--- config.mk ---
export PLATFORM = sky130hd
export DESIGN_NAME = dice_roller_bcd_flat
export DESIGN_NICKNAME = d
export VERILOG_FILES = /design/src/rtl/dice_roller_bcd_pkg.sv /design/src/rtl/dice_roller_bcd_if.sv /design/src/rtl/dice_roller_bcd_debounce.sv /design/src/rtl/dice_roller_bcd.sv /design/src/flat_wrapper.sv
export SDC_FILE = /design/constraint.sdc
export NUM_CORES = 1
export LEC_CHECK = 0
export CORE_ASPECT_RATIO = 0.75
export CORE_UTILIZATION = 40
export CTS_CLUSTER_DIAMETER = 120
export DETAILED_ROUTE_END_ITERATION = 8
export GPL_ROUTABILITY_DRIVEN = 0
export PLACE_DENSITY = 0.7
export SLEW_MARGIN = 30
export SYNTH_ARGS = -nofsm -noshare
export SYNTH_HDL_FRONTEND = slang
export SYNTH_HIERARCHICAL = 1
export SYNTH_SLANG_ARGS = --single-unit
--- constraint.sdc ---
create_clock -name clk -period 6.65 [get_ports clk]
set_clock_uncertainty 0.1 [all_clocks]
set_input_delay 1.33 -clock clk [delete_from_list [all_inputs] [get_ports clk]]
set_output_delay 1.33 -clock clk [all_outputs]
set_load 0.02 [all_outputs]
--- src/rtl/dice_roller_bcd_pkg.sv ---
// dice_pkg: shared types and constants for the dice roller.
//   DIE_MAX  : die maxima as 12-bit BCD (d4, d6, d8, d10, d12, d20, d100),
//              indexed by button number.
//   state_t  : roll controller states.
//   die_max  : safe table lookup (out-of-range index falls back to d4).
//   seg7     : BCD digit to {g..a} segment pattern, codes A-F blank.
package dice_pkg;

    localparam int NUM_DICE = 7;

    localparam logic [11:0] DIE_MAX [NUM_DICE] = '{
        12'h004, 12'h006, 12'h008, 12'h010, 12'h012, 12'h020, 12'h100
    };

    typedef enum logic {
        ST_IDLE = 1'b0,
        ST_ROLL = 1'b1
    } state_t;

    function automatic logic [11:0] die_max(input logic [2:0] sel);
        logic [11:0] v;
        v = DIE_MAX[0];
        for (int i = 0; i < NUM_DICE; i++) begin
            if (sel == 3'(i)) v = DIE_MAX[i];
        end
        return v;
    endfunction

    function automatic logic [6:0] seg7(input logic [3:0] d);
        logic [6:0] s;
        case (d)
            4'd0:    s = 7'h3F;
            4'd1:    s = 7'h06;
            4'd2:    s = 7'h5B;
            4'd3:    s = 7'h4F;
            4'd4:    s = 7'h66;
            4'd5:    s = 7'h6D;
            4'd6:    s = 7'h7D;
            4'd7:    s = 7'h07;
            4'd8:    s = 7'h7F;
            4'd9:    s = 7'h6F;
            default: s = 7'h00;
        endcase
        return s;
    endfunction

endpackage

--- src/rtl/dice_roller_bcd_if.sv ---
// Button / display bundle of the dice roller.
//   i_btn          raw die-select buttons, active high
//   i_seg_pol      1 = segments active high
//   i_com_pol      1 = commons active high
//   o_seg          {dp,g..a}, polarity applied
//   o_com          digit commons, bit 0 = units, polarity applied
//   o_result       latched BCD result
//   o_result_valid high while a released roll is shown
//   o_rolling      high while a die button is held
interface dice_roller_bcd_if #(
    parameter int NUM_DIGITS = 3,
    parameter int NUM_BTNS   = 7
);
    logic [NUM_BTNS-1:0]     i_btn;
    logic                    i_seg_pol;
    logic                    i_com_pol;
    logic [7:0]              o_seg;
    logic [NUM_DIGITS-1:0]   o_com;
    logic [4*NUM_DIGITS-1:0] o_result;
    logic                    o_result_valid;
    logic                    o_rolling;

    modport master (
        output i_btn, i_seg_pol, i_com_pol,
        input  o_seg, o_com, o_result, o_result_valid, o_rolling
    );

    modport slave (
        input  i_btn, i_seg_pol, i_com_pol,
        output o_seg, o_com, o_result, o_result_valid, o_rolling
    );
endinterface

--- src/rtl/dice_roller_bcd_debounce.sv ---
// btn_debounce: 2-flop synchroniser plus agreement counter for one button.
//   clk, rst_n : clock, synchronous active-low reset
//   tick       : sample strobe from the shared prescaler
//   raw        : asynchronous button input
//   level      : debounced level, flips after DEB_SAMPLES consecutive
//                tick samples that disagree with it
module btn_debounce #(
    parameter int DEB_SAMPLES = 3
) (
    input  logic clk,
    input  logic rst_n,
    input  logic tick,
    input  logic raw,
    output logic level
);
    localparam int CW = $clog2(DEB_SAMPLES + 1);

    logic [1:0]    r_sync;
    logic [CW-1:0] r_cnt;
    logic          r_level;

    always_ff @(posedge clk) begin
        if (!rst_n) begin
            r_sync  <= 2'b00;
            r_cnt   <= '0;
            r_level <= 1'b0;
        end else begin
            r_sync <= {r_sync[0], raw};
            if (tick) begin
                // Any sample agreeing with the current level restarts the run.
                if (r_sync[1] == r_level) begin
                    r_cnt <= '0;
                end else if (r_cnt == CW'(DEB_SAMPLES - 1)) begin
                    r_level <= r_sync[1];
                    r_cnt   <= '0;
                end else begin
                    r_cnt <= r_cnt + CW'(1);
                end
            end
        end
    end

    assign level = r_level;
endmodule

--- src/rtl/dice_roller_bcd.sv ---
// dice_roller_bcd: debounced die select, BCD spin counter, result latch
// and multiplexed 7-segment scan with leading-zero blanking.
//   clk, rst_n : clock, synchronous active-low reset
//   bus        : buttons, polarity controls and display/result outputs
//
// state   | meaning
// --------+----------------------------------------------------------
// ST_IDLE | showing last result, waiting for a rising edge of any button
// ST_ROLL | button held, counter spinning max..1 for the latched die
module dice_roller_bcd
    import dice_pkg::*;
#(
    parameter int NUM_DIGITS    = 3,
    parameter int NUM_BTNS      = 7,
    parameter int PRESCALE_BITS = 10,
    parameter int DEB_SAMPLES   = 3,
    parameter int SCAN_BITS     = 4
) (
    input  logic              clk,
    input  logic              rst_n,
    dice_roller_bcd_if.slave  bus
);
    localparam int RW = 4 * NUM_DIGITS;

    logic [PRESCALE_BITS-1:0] r_presc;
    logic                     w_tick;
    logic [NUM_BTNS-1:0]      w_level;
    logic                     w_any;
    logic                     r_prev_any;
    logic [2:0]               w_low;

    state_t      r_state, w_state_nxt;
    logic        w_load, w_step, w_latch;
    logic [2:0]  r_die_sel;
    logic [11:0] r_cnt;
    logic [15:0] w_cnt16;
    logic [RW-1:0] r_result;
    logic        r_valid;

    logic [SCAN_BITS-1:0]  r_scan;
    logic [1:0]            r_idx;
    logic [RW-1:0]         w_upper;
    logic                  w_blank;
    logic [7:0]            w_seg_l;
    logic [NUM_DIGITS-1:0] w_com_l;
    logic [7:0]            r_seg;
    logic [NUM_DIGITS-1:0] r_com;

    function automatic logic [11:0] bcd_dec(input logic [11:0] v);
        logic [11:0] r;
        logic        borrow;
        r      = v;
        borrow = 1'b1;
        for (int d = 0; d < 3; d++) begin
            if (borrow) begin
                if (r[4*d +: 4] == 4'd0) begin
                    r[4*d +: 4] = 4'd9;
                end else begin
                    r[4*d +: 4] = r[4*d +: 4] - 4'd1;
                    borrow      = 1'b0;
                end
            end
        end
        return r;
    endfunction

    always_ff @(posedge clk) begin
        if (!rst_n) r_presc <= '0;
        else        r_presc <= r_presc + PRESCALE_BITS'(1);
    end
    assign w_tick = (r_presc == '0);

    for (genvar g = 0; g < NUM_BTNS; g++) begin : g_deb
        btn_debounce #(.DEB_SAMPLES(DEB_SAMPLES)) u_deb (
            .clk   (clk),
            .rst_n (rst_n),
            .tick  (w_tick),
            .raw   (bus.i_btn[g]),
            .level (w_level[g])
        );
    end

    assign w_any = |w_level;

    always_comb begin
        w_low = 3'd0;
        for (int i = NUM_BTNS - 1; i >= 0; i--) begin
            if (w_level[i]) w_low = 3'(i);
        end
    end

    always_comb begin
        w_state_nxt = r_state;
        w_load      = 1'b0;
        w_step      = 1'b0;
        w_latch     = 1'b0;
        case (r_state)
            ST_IDLE: begin
                if (w_any && !r_prev_any) begin
                    w_state_nxt = ST_ROLL;
                    w_load      = 1'b1;
                end
            end
            ST_ROLL: begin
                if (w_any) begin
                    w_step = 1'b1;
                end else begin
                    w_state_nxt = ST_IDLE;
                    w_latch     = 1'b1;
                end
            end
            default: w_state_nxt = ST_IDLE;
        endcase
    end

    assign w_cnt16 = {4'h0, r_cnt};

    // r_prev_any resets high so a level already high cannot look like an edge.
    always_ff @(posedge clk) begin
        if (!rst_n) begin
            r_state    <= ST_IDLE;
            r_prev_any <= 1'b1;
            r_die_sel  <= 3'd0;
            r_cnt      <= 12'h001;
            r_result   <= RW'(1);
            r_valid    <= 1'b0;
        end else begin
            r_state    <= w_state_nxt;
            r_prev_any <= w_any;
            if (w_load) begin
                r_die_sel <= w_low;
                r_cnt     <= die_max(w_low);
                r_valid   <= 1'b0;
            end else if (w_step) begin
                r_cnt <= (r_cnt == 12'h001) ? die_max(r_die_sel) : bcd_dec(r_cnt);
            end
            if (w_latch) begin
                r_result <= w_cnt16[RW-1:0];
                r_valid  <= 1'b1;
            end
        end
    end

    always_ff @(posedge clk) begin
        if (!rst_n) begin
            r_scan <= '0;
            r_idx  <= 2'd0;
        end else begin
            r_scan <= r_scan + SCAN_BITS'(1);
            if (r_scan == '1) begin
                r_idx <= (r_idx == 2'(NUM_DIGITS - 1)) ? 2'd0 : r_idx + 2'd1;
            end
        end
    end

    // A digit is blank when it and everything above it is zero (units never).
    assign w_upper = r_result >> {r_idx, 2'b00};
    assign w_blank = (r_idx != 2'd0) && (w_upper == '0);
    assign w_seg_l = w_blank ? 8'h00 : {1'b0, seg7(w_upper[3:0])};
    assign w_com_l = (w_blank || r_state == ST_ROLL) ? '0
                   : (NUM_DIGITS'(1) << r_idx);

    always_ff @(posedge clk) begin
        if (!rst_n) begin
            r_seg <= {8{~bus.i_seg_pol}};
            r_com <= {NUM_DIGITS{~bus.i_com_pol}};
        end else begin
            r_seg <= w_seg_l ^ {8{~bus.i_seg_pol}};
            r_com <= w_com_l ^ {NUM_DIGITS{~bus.i_com_pol}};
        end
    end

    assign bus.o_seg          = r_seg;
    assign bus.o_com          = r_com;
    assign bus.o_result       = r_result;
    assign bus.o_result_valid = r_valid;
    assign bus.o_rolling      = (r_state == ST_ROLL);
endmodule

--- src/flat_wrapper.sv ---
// flat-port wrapper written by rule: the top's interface ports become plain ports
module dice_roller_bcd_flat import dice_pkg::*;
#(
    parameter int NUM_DIGITS    = 3,
    parameter int NUM_BTNS      = 7,
    parameter int PRESCALE_BITS = 10,
    parameter int DEB_SAMPLES   = 3,
    parameter int SCAN_BITS     = 4
)
  (clk, rst_n, bus_i_btn, bus_i_seg_pol, bus_i_com_pol, bus_o_seg, bus_o_com, bus_o_result, bus_o_result_valid, bus_o_rolling);
  dice_roller_bcd_if #(.NUM_DIGITS(NUM_DIGITS), .NUM_BTNS(NUM_BTNS)) bus_i ();
  input  logic clk;
  input  logic rst_n;
  input wire logic [$bits(bus_i.i_btn)-1:0] bus_i_btn;
  input wire logic [$bits(bus_i.i_seg_pol)-1:0] bus_i_seg_pol;
  input wire logic [$bits(bus_i.i_com_pol)-1:0] bus_i_com_pol;
  output wire logic [$bits(bus_i.o_seg)-1:0] bus_o_seg;
  output wire logic [$bits(bus_i.o_com)-1:0] bus_o_com;
  output wire logic [$bits(bus_i.o_result)-1:0] bus_o_result;
  output wire logic [$bits(bus_i.o_result_valid)-1:0] bus_o_result_valid;
  output wire logic [$bits(bus_i.o_rolling)-1:0] bus_o_rolling;
  assign bus_i.i_btn = bus_i_btn;
  assign bus_i.i_seg_pol = bus_i_seg_pol;
  assign bus_i.i_com_pol = bus_i_com_pol;
  assign bus_o_seg = bus_i.o_seg;
  assign bus_o_com = bus_i.o_com;
  assign bus_o_result = bus_i.o_result;
  assign bus_o_result_valid = bus_i.o_result_valid;
  assign bus_o_rolling = bus_i.o_rolling;
  dice_roller_bcd #(.NUM_DIGITS(NUM_DIGITS), .NUM_BTNS(NUM_BTNS), .PRESCALE_BITS(PRESCALE_BITS), .DEB_SAMPLES(DEB_SAMPLES), .SCAN_BITS(SCAN_BITS)) u_core (.clk(clk), .rst_n(rst_n), .bus(bus_i));
endmodule
# == Yosys cells after proc, flatten, opt, wreduce, memory -nomap -nowiden ==
# Memory sizes are Yosys's and may differ from the RTL's.
# Index checks and enable logic that the tools add are counted.
# word_totals
mem_count,1
wordCells,179
mem_bits_ro,112
ff_bits,92
output_inout_bits,25
# mem_list
name,depth,width,read_ports,rd_ports_with_merged_regs,write_ports,line,text
(name not given),16,7,1,0,0,dice_roller_bcd_pkg.sv:31,case (d)
# op_classes
shifts,2
mux,64
n_reduce_logical,24
n_addsub,13
n_eq_ne,29
n_bitwise,12
# op_table
cell,n
12-bit 2-to-1 mux,3
2-bit 2-to-1 mux,17
4-bit 2-to-1 mux,7
3-bit 2-to-1 mux,9
3-bit AND reduction,7
5-bit 2-to-1 mux,4
3-bit equality test (second input constant),6
9-bit 2-to-1 mux,2
1-bit 2-to-1 mux,17
2-bit by 1-bit adder with 2-bit output (second input constant),8
2-bit equality test (second input constant),8
12-bit by 1-bit equality test with 1-bit output (second input constant),1
3-bit by 2-bit equality test with 1-bit output (second input constant),4
12-bit logical NOT,1
4-bit logical NOT,3
6-bit 2-to-1 mux,2
12-bit by 4-bit >> shifter with 12-bit output,1
4-bit by 1-bit subtractor with 4-bit output (second input constant),3
10-bit by 1-bit adder with 10-bit output (second input constant),1
10-bit logical NOT,1
1-bit NOT,10
8-bit 2-to-1 mux,1
8-bit XOR,1
1-bit equality test,7
14 further kinds,20

# == Longest topological paths before layout ==
# Gate-level depths: netlist of the first run.
# depth
depth_word,15
mapped_depth,10
depth_no_buf,8

# == Modules after synthesis ==
# Netlist of the first run, hierarchy kept.
# by_module_without_submodules
module,area_each_um2,cells_each,instances
dice_roller_bcd,3006.6,335,1
btn_debounce,193.9,18,7

# == Least setup slack after synthesis of the first run ==
# Ideal clock, no wire load.
# synth_path
path_kind,register to register
from,register u_core.r_presc[0]
to,register u_core.g_deb[0].u_deb.r_level
required_ps,6430
stages_incl_launch_ff,8
arrival_ps,3187
period_less_slack_ps,3407
path_slack_ps,3243
cell_sequence,dfxtp_1 -> inv_1 -> ha_1 -> nor4b_1 -> nand2_1 -> nor4_1 -> nand3b_1 -> mux2i_1
# synth_between
elab_chain_cells,2
# synth_lines
item,line,text
start: declaration,dice_roller_bcd.sv:25,logic [PRESCALE_BITS-1:0] r_presc;
start signal: assignment,dice_roller_bcd.sv:69,else r_presc <= r_presc + PRESCALE_BITS'(1);
10-bit logical NOT,dice_roller_bcd.sv:71,assign w_tick = (r_presc == '0);
named net u_core.w_tick,dice_roller_bcd.sv:26,logic w_tick;
3-bit AND reduction (no line),n/a,
end signal: assignment,dice_roller_bcd_debounce.sv:34,r_level <= r_sync[1];
end: declaration,dice_roller_bcd_debounce.sv:20,logic r_level;
# The timed path passes the listed nets, and every way through them passes these cells.
# A chain may end at the register's enable or synchronous reset.

# == Worst setup path in the final report of the first run ==
# layout_path
from,input rst_n
to,"register u_core.r_com[1], in the netlist u_core/bus.o_com[1]"
# layout_between
elab_chain_cells,1
# layout_lines
item,line,text
start: declaration,flat_wrapper.sv:13,input logic rst_n;
3-bit 2-to-1 mux,dice_roller_bcd.sv:164,if (!rst_n) begin
end signal: assignment,dice_roller_bcd.sv:166,r_com <= {NUM_DIGITS{~bus.i_com_pol}};
end signal: assignment,dice_roller_bcd.sv:169,r_com <= w_com_l ^ {NUM_DIGITS{~bus.i_com_pol}};
end: declaration,dice_roller_bcd.sv:47,logic [NUM_DIGITS-1:0] r_com;
# No other way between the ends.

==> results.md, run 1 <==
- Status: complete, no violations
- Setup TNS: 0 ns
- Drt total wl: between 8000 and 9000 um
- Worst-path fanout max: 58
- Largest net degree at the start of global routing: 59
- Antenna Nets Post-Route: 0
- GR Overflow Total: 0
- Fill count: roughly 950
- Max_slew headroom: between 30% and 40%
- Final number of setup-violating endpoints: 0
- Die X-Extent: around 120 um
- RSZ-0062 raised after global routing: false
- Syn nets: 481
- Post-synth top area share: between 40% and 50%
- Vias: ~3400
- Initial detailed-routing violation count: between 300 and 400
- Synth Warn #: 6
- CP arrival: 3.23 ns
- Setup Fix Bufs, Post-CTS: 0
- Design area: just over 0.005 mm^2
- N_diodes: 0
- Hold-fix buffers at CTS: 0
- CTS tree: done
- DIE AREA: 0.0113 mm^2
- Synthesized cell area: about 0.0044 mm^2
- Initial core utilization: between 40% and 50%
- Number of enable flip-flop cells after synthesis: 0
- Pin slew with the least headroom to its limit: around 0.92 ns
- GR Util All Layers: 16.3%
- Share of cells above drive strength 1: 9.42%
- Total Nets Final: 515
- Slew Viols, Final: 0
- VDD IR max: approximately 0.12 mV
- Post-synth ARST share: 0%
- Io pins: 36
- # resized after CTS: 0
- Sequential share of the synthesized area: 42.2%
- Netlist cell types: 62
- Cell Chain, Critical Path: buf_2 > buf_4 > o41ai_4 > nor4b_1 > xnor2_1
- Drt drc: 0
- Post-DP HPWL: 5700 um
- WP data required: ~6.8 ns
- Worst hold-check path type: reg2reg
- Post-synthesis sequential element count: ~90
- Final critical-path required period: 3.06 ns
- Top-count cell post-synth: dfxtp_1
- Slowest Stage Delay on Critical Path: around 0.56 ns
- Vias in the first global route: 3080
- Crit. End Element: flop
- Max-cap violations: 0
- P_leak: 1.94 nW
- Clock Path Buffers: 2
- Area delta synth->final: 18.2%
- Cell Rows: 32
- Synth Flop Type: dfxtp_1
- Slowest CP cell: buf_2
- Leading area contributor after synthesis: dfxtp_1
- Initial DRT Pass Iterations: 5
- Fmax: approximately 330 MHz
- Clock-pin slew of the registers on the worst-case setup and hold paths: around 0.060 ns
- Final Hold Viols: 0
- Post-Place Setup Slack: roughly 3.2 ns
- Average size of a mapped cell: between 9 and 10 um^2
- Synth area leaders: dfxtp_1, mux2i_1, xnor2_1
- PortBufs: 35
- Core Area: 0.0105 mm^2
- WL/cell: between 10 and 15 um
- Final Worst Setup Slack: ~3.6 ns
- Post-synth top cells: dfxtp_1, nand2_1, xnor2_1
- Setup CP Type: in2reg
- Via-to-Cell Ratio: 5.34
- Worst skew pair latency: roughly 0.34 ns
- Pwr dens: 229 mW/mm^2
- H-tree levels: 3
- Clock root buffer: clkbuf_16
- First-pass GRT wire length: about 15000 um
- Placed Area: approximately 0.0048 mm^2
- Die H: 92.5 um
- Initial antenna violation count: 0
- Num Clock Sinks: 92
- Fin crit share: a little under half
- Mapped Cells: ~460
- Setup crit start kind: input port
- Num CTS Buffers: 9
-- metal layers --
| layer | up-vias | wire, um | track usage [%] |
|---|---|---|---|
| met5 | - | 0 | 0 |
| met1 | 1583 | 4310 | 22.5 |
| met2 | 82 | 3540 | 23.9 |
| met4 | 0 | 124 | 6.20 |
| li1 | 1715 | - | - |
| met3 | 11 | 410 | 4.56 |
-- power breakdown --
part / total, mW / internal, mW / switching (mW) / leakage, nW
Sequential: 0.572 / 0.565 / 0.00693 / 0.750
Combinational: 0.0713 / 0.0357 / 0.0355 / 1.04
Clock: 0.539 / 0.337 / 0.201 / 0.156
-- placed cells by master (no fill, tap or decap), drive strengths merged, types with 4 or more instances in the layout --
cell type	Yosys	layout
nand4b	8	8
nor4b	5	5
nand2	36	36
xnor2	26	26
nand3	11	11
nand3b	22	22
and2	28	28
a21boi	6	6
nor2	24	24
clkbuf	9	11
o211ai	6	6
ha	9	9
clkdlybuf4s50	0	34
o21ai	33	33
xor2	4	4
nor4	5	5
dfxtp	92	92
a21oi	16	16
nor3	6	6
or3	4	4
mux2i	25	25
nor2b	18	18
inv	12	12
nand4bb	7	7
-- flip-flops by register name, indices dropped and copies added, names as in the netlist --
signal and cells:
u_core/g_deb.u_deb/r_cnt 14, u_core/r_prev_any 1, u_core/bus.o_rolling 1, u_core/r_idx 2, u_core/bus.o_result 12, u_core/r_cnt 12, u_core/bus.o_seg 8, u_core/r_scan 4
u_core/bus.o_com 3, u_core/r_presc 10, u_core/g_deb.u_deb/r_sync 14, u_core/r_die_sel 3, u_core/bus.o_result_valid 1, u_core/g_deb.u_deb/level 7
-- logic make-up after synthesis --
| family | count (synthesis) | synth area share, % |
|---|---|---|
| simple gates | 190 | 26.7 |
| buf+inv | 26 | 2.52 |
| flops | 92 | 42.2 |
| compound gates | 87 | 13.5 |
| mux | 27 | 6.51 |
| xor+xnor | 30 | 6.02 |
| fa+ha+maj | 9 | 2.58 |
-- through the flow --
step | std cells | power, mW | hold WS, ns | util (%)
6_report | 635 | 1.18 | 0.345 | 49.4
5_1_grt | 635 | 1.23 | 0.359 | 49.4
4_1_cts | 635 | 1.20 | 0.348 | 49.3
3_5_place_dp | 620 | 0.656 | 0.333 | 46.3
3_3_place_gp | 620 | 0.653 | 0.329 | 46.3
2_1_floorplan | 461 | 0.627 | 0.320 | -
-- layout make-up --
type | count | area (um^2) | area share, %
clock inverter | 4 | 73.8 | 1.43
clock buffer | 11 | 243 | 4.71
timing repair buffer | 37 | 360 | 6.99
multi-input combinational | 343 | 2420 | 47.0
sequential | 92 | 1840 | 35.7
tap | 136 | 170 | 3.30
inverter | 12 | 45.0 | 0.873
-- path summary, 6_finish.rpt --
| path | start | endpoint | slack [ns] | depth (start not counted) |
|---|---|---|---|---|
| setup / recovery | rst_n | u_core/bus.o_com[1] | 3.59 | 5 |
| hold / removal | u_core/g_deb[4].u_deb/r_sync[0] | u_core/g_deb[4].u_deb/r_sync[1] | 0.35 | 1 |
| setup reg to reg | u_core/r_idx[1] | u_core/bus.o_com[1] | 3.87 | 8 |
| hold reg to reg | u_core/g_deb[4].u_deb/r_sync[0] | u_core/g_deb[4].u_deb/r_sync[1] | 0.35 | 1 |
-- critical path, delay by kind of cell --
kind,cells,cell delay (ns)
AND/OR/NAND/NOR,1,0.37
buffers and inverters,2,1.11
AO/OA/AOI/OAI,1,0.21
XOR/XNOR,1,0.16
Power figures use the tool's default switching activity.
==> inputs of run 2 (changes only) <==
==> constraint.sdc (replaced) <==
create_clock -name clk -period 3 [get_ports clk]
set_clock_uncertainty 0.1 [all_clocks]
set_input_delay 0.6 -clock clk [delete_from_list [all_inputs] [get_ports clk]]
set_output_delay 0.6 -clock clk [all_outputs]
set_load 0.02 [all_outputs]
==> results.md, run 2 (synthesis results as in run 1) <==
- Register share of total power: 46.4% (was 48.4%)
- Gr busiest metal: met2 (unchanged)
- Hold-fix buffers at CTS: 0 (unchanged)
- Core Area: 0.0105 mm^2 (unchanged)
- Internal power: 2.17 mW (was 938 uW)
- Initial DRT Pass Iterations: 4 (was 5)
- N_diodes: 0 (unchanged)
- Most frequent cells in the layout: dfxtp_1, nand2_1, clkdlybuf4s50_1, xnor2_1, mux2i_1 (unchanged)
- Combinational cell fraction of total power: 6.1% (was 6.0%)
- Num CTS Buffers: 9 (unchanged)
- Placed cell count: 623 (was 620)
- Max-cap violations: 0 (unchanged)
- Worst skew pair latency: 0.34 ns (about the same)
- Drt drc: 0 (unchanged)
- Pin slew with the least headroom to its limit: 0.795 ns (was 0.919 ns)
- Antenna Nets Post-Route: 0 (unchanged)
- Sw Share: 20.5% (was 20.6%)
- Sw power: 560 uW (was 244 uW)
- Setup TNS: 0 ns (unchanged)
- Pwr dens: 521 mW/mm^2 (was 229 mW/mm^2)
- Clock root buffer: clkbuf_16 (unchanged)
- Setup Fix Bufs, Post-CTS: 0 (unchanged)
- Area delta synth->final: 20.1% (was 18.2%)
- Share of cells above drive strength 1: 10.1% (was 9.42%)
- Initial detailed-routing violation count: 258 (was 332)
- Commonest non-fill, non-tap cell in the layout: dfxtp_1 (unchanged)
- Met3 Use GR: 4.50% (was 4.56%)
- Via-to-Cell Ratio: 5.26 (was 5.34)
- Non-Filler Instances: 639 (was 635)
- Clock power frac: 47.5% (was 45.6%)
- Met2 Track Usage GR: 23.4% (was 23.9%)
- # resized after CTS: 0 (unchanged)
- Initial core utilization: 41.8% (unchanged)
- Max_slew headroom: 47.0% (was 38.3%)
- Worst hold-check path type: reg2reg (unchanged)
- H-tree levels: 3 (unchanged)
- Status: complete, no violations (unchanged)
- Clock Path Buffers: 2 (unchanged)
- Worst-path fanout max: 15 (was 58)
- Total Nets Final: 518 (was 515)
- Largest net degree at the start of global routing: 52 (was 59)
- Crit. End Element: flop (unchanged)
- P_leak: 1.98 nW (was 1.94 nW)
- First-pass GRT wire length: 14400 um (was 14700 um)
- Die X-Extent: 123 um (unchanged)
- Met1 Use GR: 22.7% (was 22.5%)
- CP arrival: 2.84 ns (was 3.23 ns)
- Setup CP Type: reg2reg (was in2reg)
- Vias in the first global route: 2987 (was 3080)
- Vias: 3361 (was 3391)
- Registers with the most flip-flops: u_core/g_deb.u_deb/r_cnt (14), u_core/g_deb.u_deb/r_sync (14) (unchanged)
- Slew Viols, Final: 0 (unchanged)
- Fmax: roughly 370 MHz
- Cell Rows: 32 (unchanged)
- Num Clock Sinks: 92 (unchanged)
- GR Overflow Total: 0 (unchanged)
- Final number of setup-violating endpoints: 0 (unchanged)
- Final critical-path required period: between 2 and 3 ns
- Fin crit share: approximately nine tenths
- Die H: 92.5 um (unchanged)
- PortBufs: 35 (unchanged)
- RSZ-0062 raised after global routing: false (unchanged)
- Clock-pin slew of the registers on the worst-case setup and hold paths: 0.06 ns (about the same)
- Setup crit start kind: flop (was input port)
- Initial antenna violation count: 0 (unchanged)
- VDD IR max: 0.272 mV (was 0.122 mV)
- CTS tree: done (unchanged)
- Final Hold Viols: 0 (unchanged)
- WP data required: 3.17 ns (was 6.82 ns)
- Fill count: 941 (was 946)
- DIE AREA: 0.0113 mm^2 (unchanged)
- Io pins: 36 (unchanged)
- GR Util All Layers: 16.2% (was 16.3%)
- Post-DP HPWL: 6020 um (was 5700 um)
- WL/cell: 13.3 um (was 13.2 um)
- Drt total wl: 8480 um (was 8380 um)
-- run 2: cell types whose count changed in the layout (fill, tap and decap cells not counted), sizes merged --
cell,before,now
buf,3,6
clkinvlp,0,1
bufinv,2,3
clkbuf,11,10
-- run 2: routing by layer --
layer  wire length [um]  vias to the layer above
met5                  0                        -
met4                 38                        0
met3                338                        2
met2               3760                       61
met1               4340                     1570
li1                   -                     1728
-- run 2: final timing paths --
check / start / end / slack (ns) / cells past startpoint
min: u_core/bus.o_result_valid / u_core/bus.o_result_valid / 0.34 / 2
max: u_core/r_idx[1] / u_core/bus.o_com[2] / 0.33 / 8
max reg2reg: u_core/r_idx[1] / u_core/bus.o_com[2] / 0.33 / 8
min reg2reg: u_core/bus.o_result_valid / u_core/bus.o_result_valid / 0.34 / 2
-- run 2: power groups by stage --
| stage | clock [mW] | combinational (mW) | sequential (mW) |
|---|---|---|---|
| after CTS | 1.33 | 0.168 | 1.27 |
| after detailed placement | 0 | 0.167 | 1.30 |
| after global routing | 1.38 | 0.182 | 1.27 |
| after global placement | 0 | 0.163 | 1.29 |
| final | 1.30 | 0.166 | 1.27 |
| after floorplan | 0 | 0.0854 | 1.31 |
-- run 2: critical path, stage by stage, from the launching register on --
cell     delay, ns
dfxtp_1       0.66
mux2i_1       0.14
o22ai_1       0.46
inv_1         0.17
ha_1          0.25
inv_1         0.15
o41ai_4       0.13
nor4b_1       0.39
xnor2_1       0.17
-- run 2: final cells by class --
cell class	count	area, um^2	area share [%]
repair buffers	40	408	7.78
well taps	136	170	3.25
multi-input cells	343	2430	46.3
inverters	12	45.0	0.859
flip-flops and latches	92	1840	35.1
clock inverters	6	111	2.12
clock buffers	10	239	4.56
-- run 2: stage by stage --
stage               hold slack, ns  cell area [um^2]  utilization (%)  power (mW)  worst slack (ns)
floorplan                    0.320              4370                -        1.39             0.467
finish                       0.342              5240             50.2        2.73             0.325
global route                 0.354              5240             50.2        2.83            0.0136
global placement             0.329              4890             46.8        1.46             0.565
CTS                          0.345              5240             50.2        2.77             0.333
detailed placement           0.333              4890             46.8        1.46             0.370
==> inputs of run 3 (changes only) <==
--- a/config.mk
+++ b/config.mk
@@ -6,11 +6,11 @@
 export NUM_CORES = 1
 export LEC_CHECK = 0
 export CORE_ASPECT_RATIO = 0.75
-export CORE_UTILIZATION = 40
+export CORE_UTILIZATION = 45
 export CTS_CLUSTER_DIAMETER = 120
 export DETAILED_ROUTE_END_ITERATION = 8
 export GPL_ROUTABILITY_DRIVEN = 0
-export PLACE_DENSITY = 0.7
+export PLACE_DENSITY = 0.75
 export SLEW_MARGIN = 30
 export SYNTH_ARGS = -nofsm -noshare
 export SYNTH_HDL_FRONTEND = slang
==> results.md, run 3 (synthesis results as in run 1) <==
- Worst-path fanout max: 15 (unchanged)
- Initial detailed-routing violation count: 244 (was 258)
- Core Area: 0.00923 mm^2 (was 0.0105 mm^2)
- Pwr dens: 490 mW/mm^2 (was 521 mW/mm^2)
- Non-Filler Instances: 631 (was 639)
- Die X-Extent: 116 um (was 123 um)
- DIE AREA: 0.0101 mm^2 (was 0.0113 mm^2)
- H-tree levels: 3 (unchanged)
- VDD IR max: 0.510 mV (was 0.272 mV)
- GR Overflow Total: 0 (unchanged)
- Max_slew headroom: 39.1% (was 47.0%)
- Slew Viols, Final: 0 (unchanged)
- Worst skew pair latency: 0.34 ns (about the same)
- Via-to-Cell Ratio: 5.48 (was 5.26)
- WP data required: 3.16 ns (was 3.17 ns)
- Fill count: 827 (was 941)
- Post-DP HPWL: 6190 um (was 6020 um)
- Max-cap violations: 0 (unchanged)
- Placed cell count: 615 (was 623)
- Clock-pin slew of the registers on the worst-case setup and hold paths: 0.06 ns (about the same)
- P_leak: 1.94 nW (was 1.98 nW)
- N_diodes: 0 (unchanged)
- Vias: 3459 (was 3361)
- Largest net degree at the start of global routing: 53 (was 52)
- Pin slew with the least headroom to its limit: 0.914 ns (was 0.795 ns)
- Clock root buffer: clkbuf_16 (unchanged)
- Commonest non-fill, non-tap cell in the layout: dfxtp_1 (unchanged)
- Cell Rows: 30 (was 32)
- Final critical-path required period: 2.72 ns (was 2.67 ns)
- Final Hold Viols: 0 (unchanged)
- Hold-fix buffers at CTS: 0 (unchanged)
- Total Nets Final: 518 (unchanged)
- Fin crit share: 90.7% (was 89.2%)
- Final number of setup-violating endpoints: 0 (unchanged)
- GR Util All Layers: 19.4% (was 16.2%)
- Fmax: 367 MHz (was 374 MHz)
- Status: complete, no violations (unchanged)
- Initial DRT Pass Iterations: 4 (unchanged)
- Antenna Nets Post-Route: 0 (unchanged)
- Area delta synth->final: 18.1% (was 20.1%)
- First-pass GRT wire length: 15300 um (was 14400 um)
- Worst hold-check path type: reg2reg (unchanged)
- Share of cells above drive strength 1: 10.1% (unchanged)
- WL/cell: 14.1 um (was 13.3 um)
- Registers with the most flip-flops: u_core/g_deb.u_deb/r_cnt (14), u_core/g_deb.u_deb/r_sync (14) (unchanged)
- Die H: 87.3 um (was 92.5 um)
- Most frequent cells in the layout: dfxtp_1, nand2_1, clkdlybuf4s50_1, xnor2_1, mux2i_1 (unchanged)
- RSZ-0062 raised after global routing: false (unchanged)
- Initial core utilization: 47.3% (was 41.8%)
- Crit. End Element: flop (unchanged)
- Setup Fix Bufs, Post-CTS: 0 (unchanged)
- Drt total wl: 8900 um (was 8480 um)
- # resized after CTS: 0 (unchanged)
- Clock Path Buffers: 2 (unchanged)
- Drt drc: 0 (unchanged)
- Fin util: 55.8% (was 50.2%)
- Initial antenna violation count: 0 (unchanged)
- CTS tree: done (unchanged)
- Setup crit start kind: flop (unchanged)
- Setup CP Type: reg2reg (unchanged)
- Num Clock Sinks: 92 (unchanged)
- CP arrival: 2.89 ns (was 2.84 ns)
- Io pins: 36 (unchanged)
- Vias in the first global route: 3232 (was 2987)
- Num CTS Buffers: 9 (unchanged)
- Setup TNS: 0 ns (unchanged)
- PortBufs: 35 (unchanged)
## run 3: cell count changes in the layout (fill, tap and decap cells not counted), sizes merged
cell and delta:
clkinvlp +1, clkbuf +2, bufinv -3
## run 3: path summary, 6_finish.rpt
path,from,end,slack (ns),cells after the start
worst max register to register,u_core/r_idx[1],u_core/bus.o_com[2],0.28,8
worst min-delay path,u_core/g_deb[1].u_deb/r_sync[0],u_core/g_deb[1].u_deb/r_sync[1],0.34,1
worst min register to register,u_core/g_deb[1].u_deb/r_sync[0],u_core/g_deb[1].u_deb/r_sync[1],0.34,1
worst max-delay path,u_core/r_idx[1],u_core/bus.o_com[2],0.28,8
## run 3: where the power goes
| part | switching, mW | leakage [nW] | internal [mW] |
|---|---|---|---|
| Sequential | 0.0158 | 0.750 | 1.25 |
| Clock | 0.462 | 0.141 | 0.632 |
| Combinational | 0.0843 | 1.05 | 0.0809 |
| Total | 0.562 | 1.94 | 1.96 |
## run 3: stage by stage
stage / hold WS (ns) / worst slack, ns / cell area (um^2) / total power [mW]
finish: 0.345 / 0.278 / 5160 / 2.53
global route: 0.362 / 0.0592 / 5160 / 2.64
floorplan: 0.320 / 0.467 / 4370 / 1.39
global placement: 0.330 / 0.567 / 4860 / 1.45
CTS: 0.348 / 0.284 / 5160 / 2.56
detailed placement: 0.334 / 0.360 / 4860 / 1.46
## run 3: per-layer routing
metal,up-vias,track usage (%),wire length [um]
li1,1725,-,-
met1,1642,25.7,4330
met2,83,30.2,3980
met3,9,4.94,478
met4,0,7.93,108
met5,-,0,0
## run 3: layout make-up
type	instances	area [um^2]	area share, %
multi-input combinational	343	2430	47.1
clock inverter	4	32.5	0.631
clock buffer	12	267	5.17
sequential	92	1840	35.7
inverter	12	45.0	0.874
tap	128	160	3.11
timing repair buffer	40	383	7.43
## run 3: critical path, cell delays in order (launching register included)
cell,delay [ns]
dfxtp_1,0.68
mux2i_1,0.15
o22ai_1,0.44
inv_1,0.16
ha_1,0.23
inv_1,0.14
o41ai_4,0.12
nor4b_1,0.43
xnor2_1,0.18
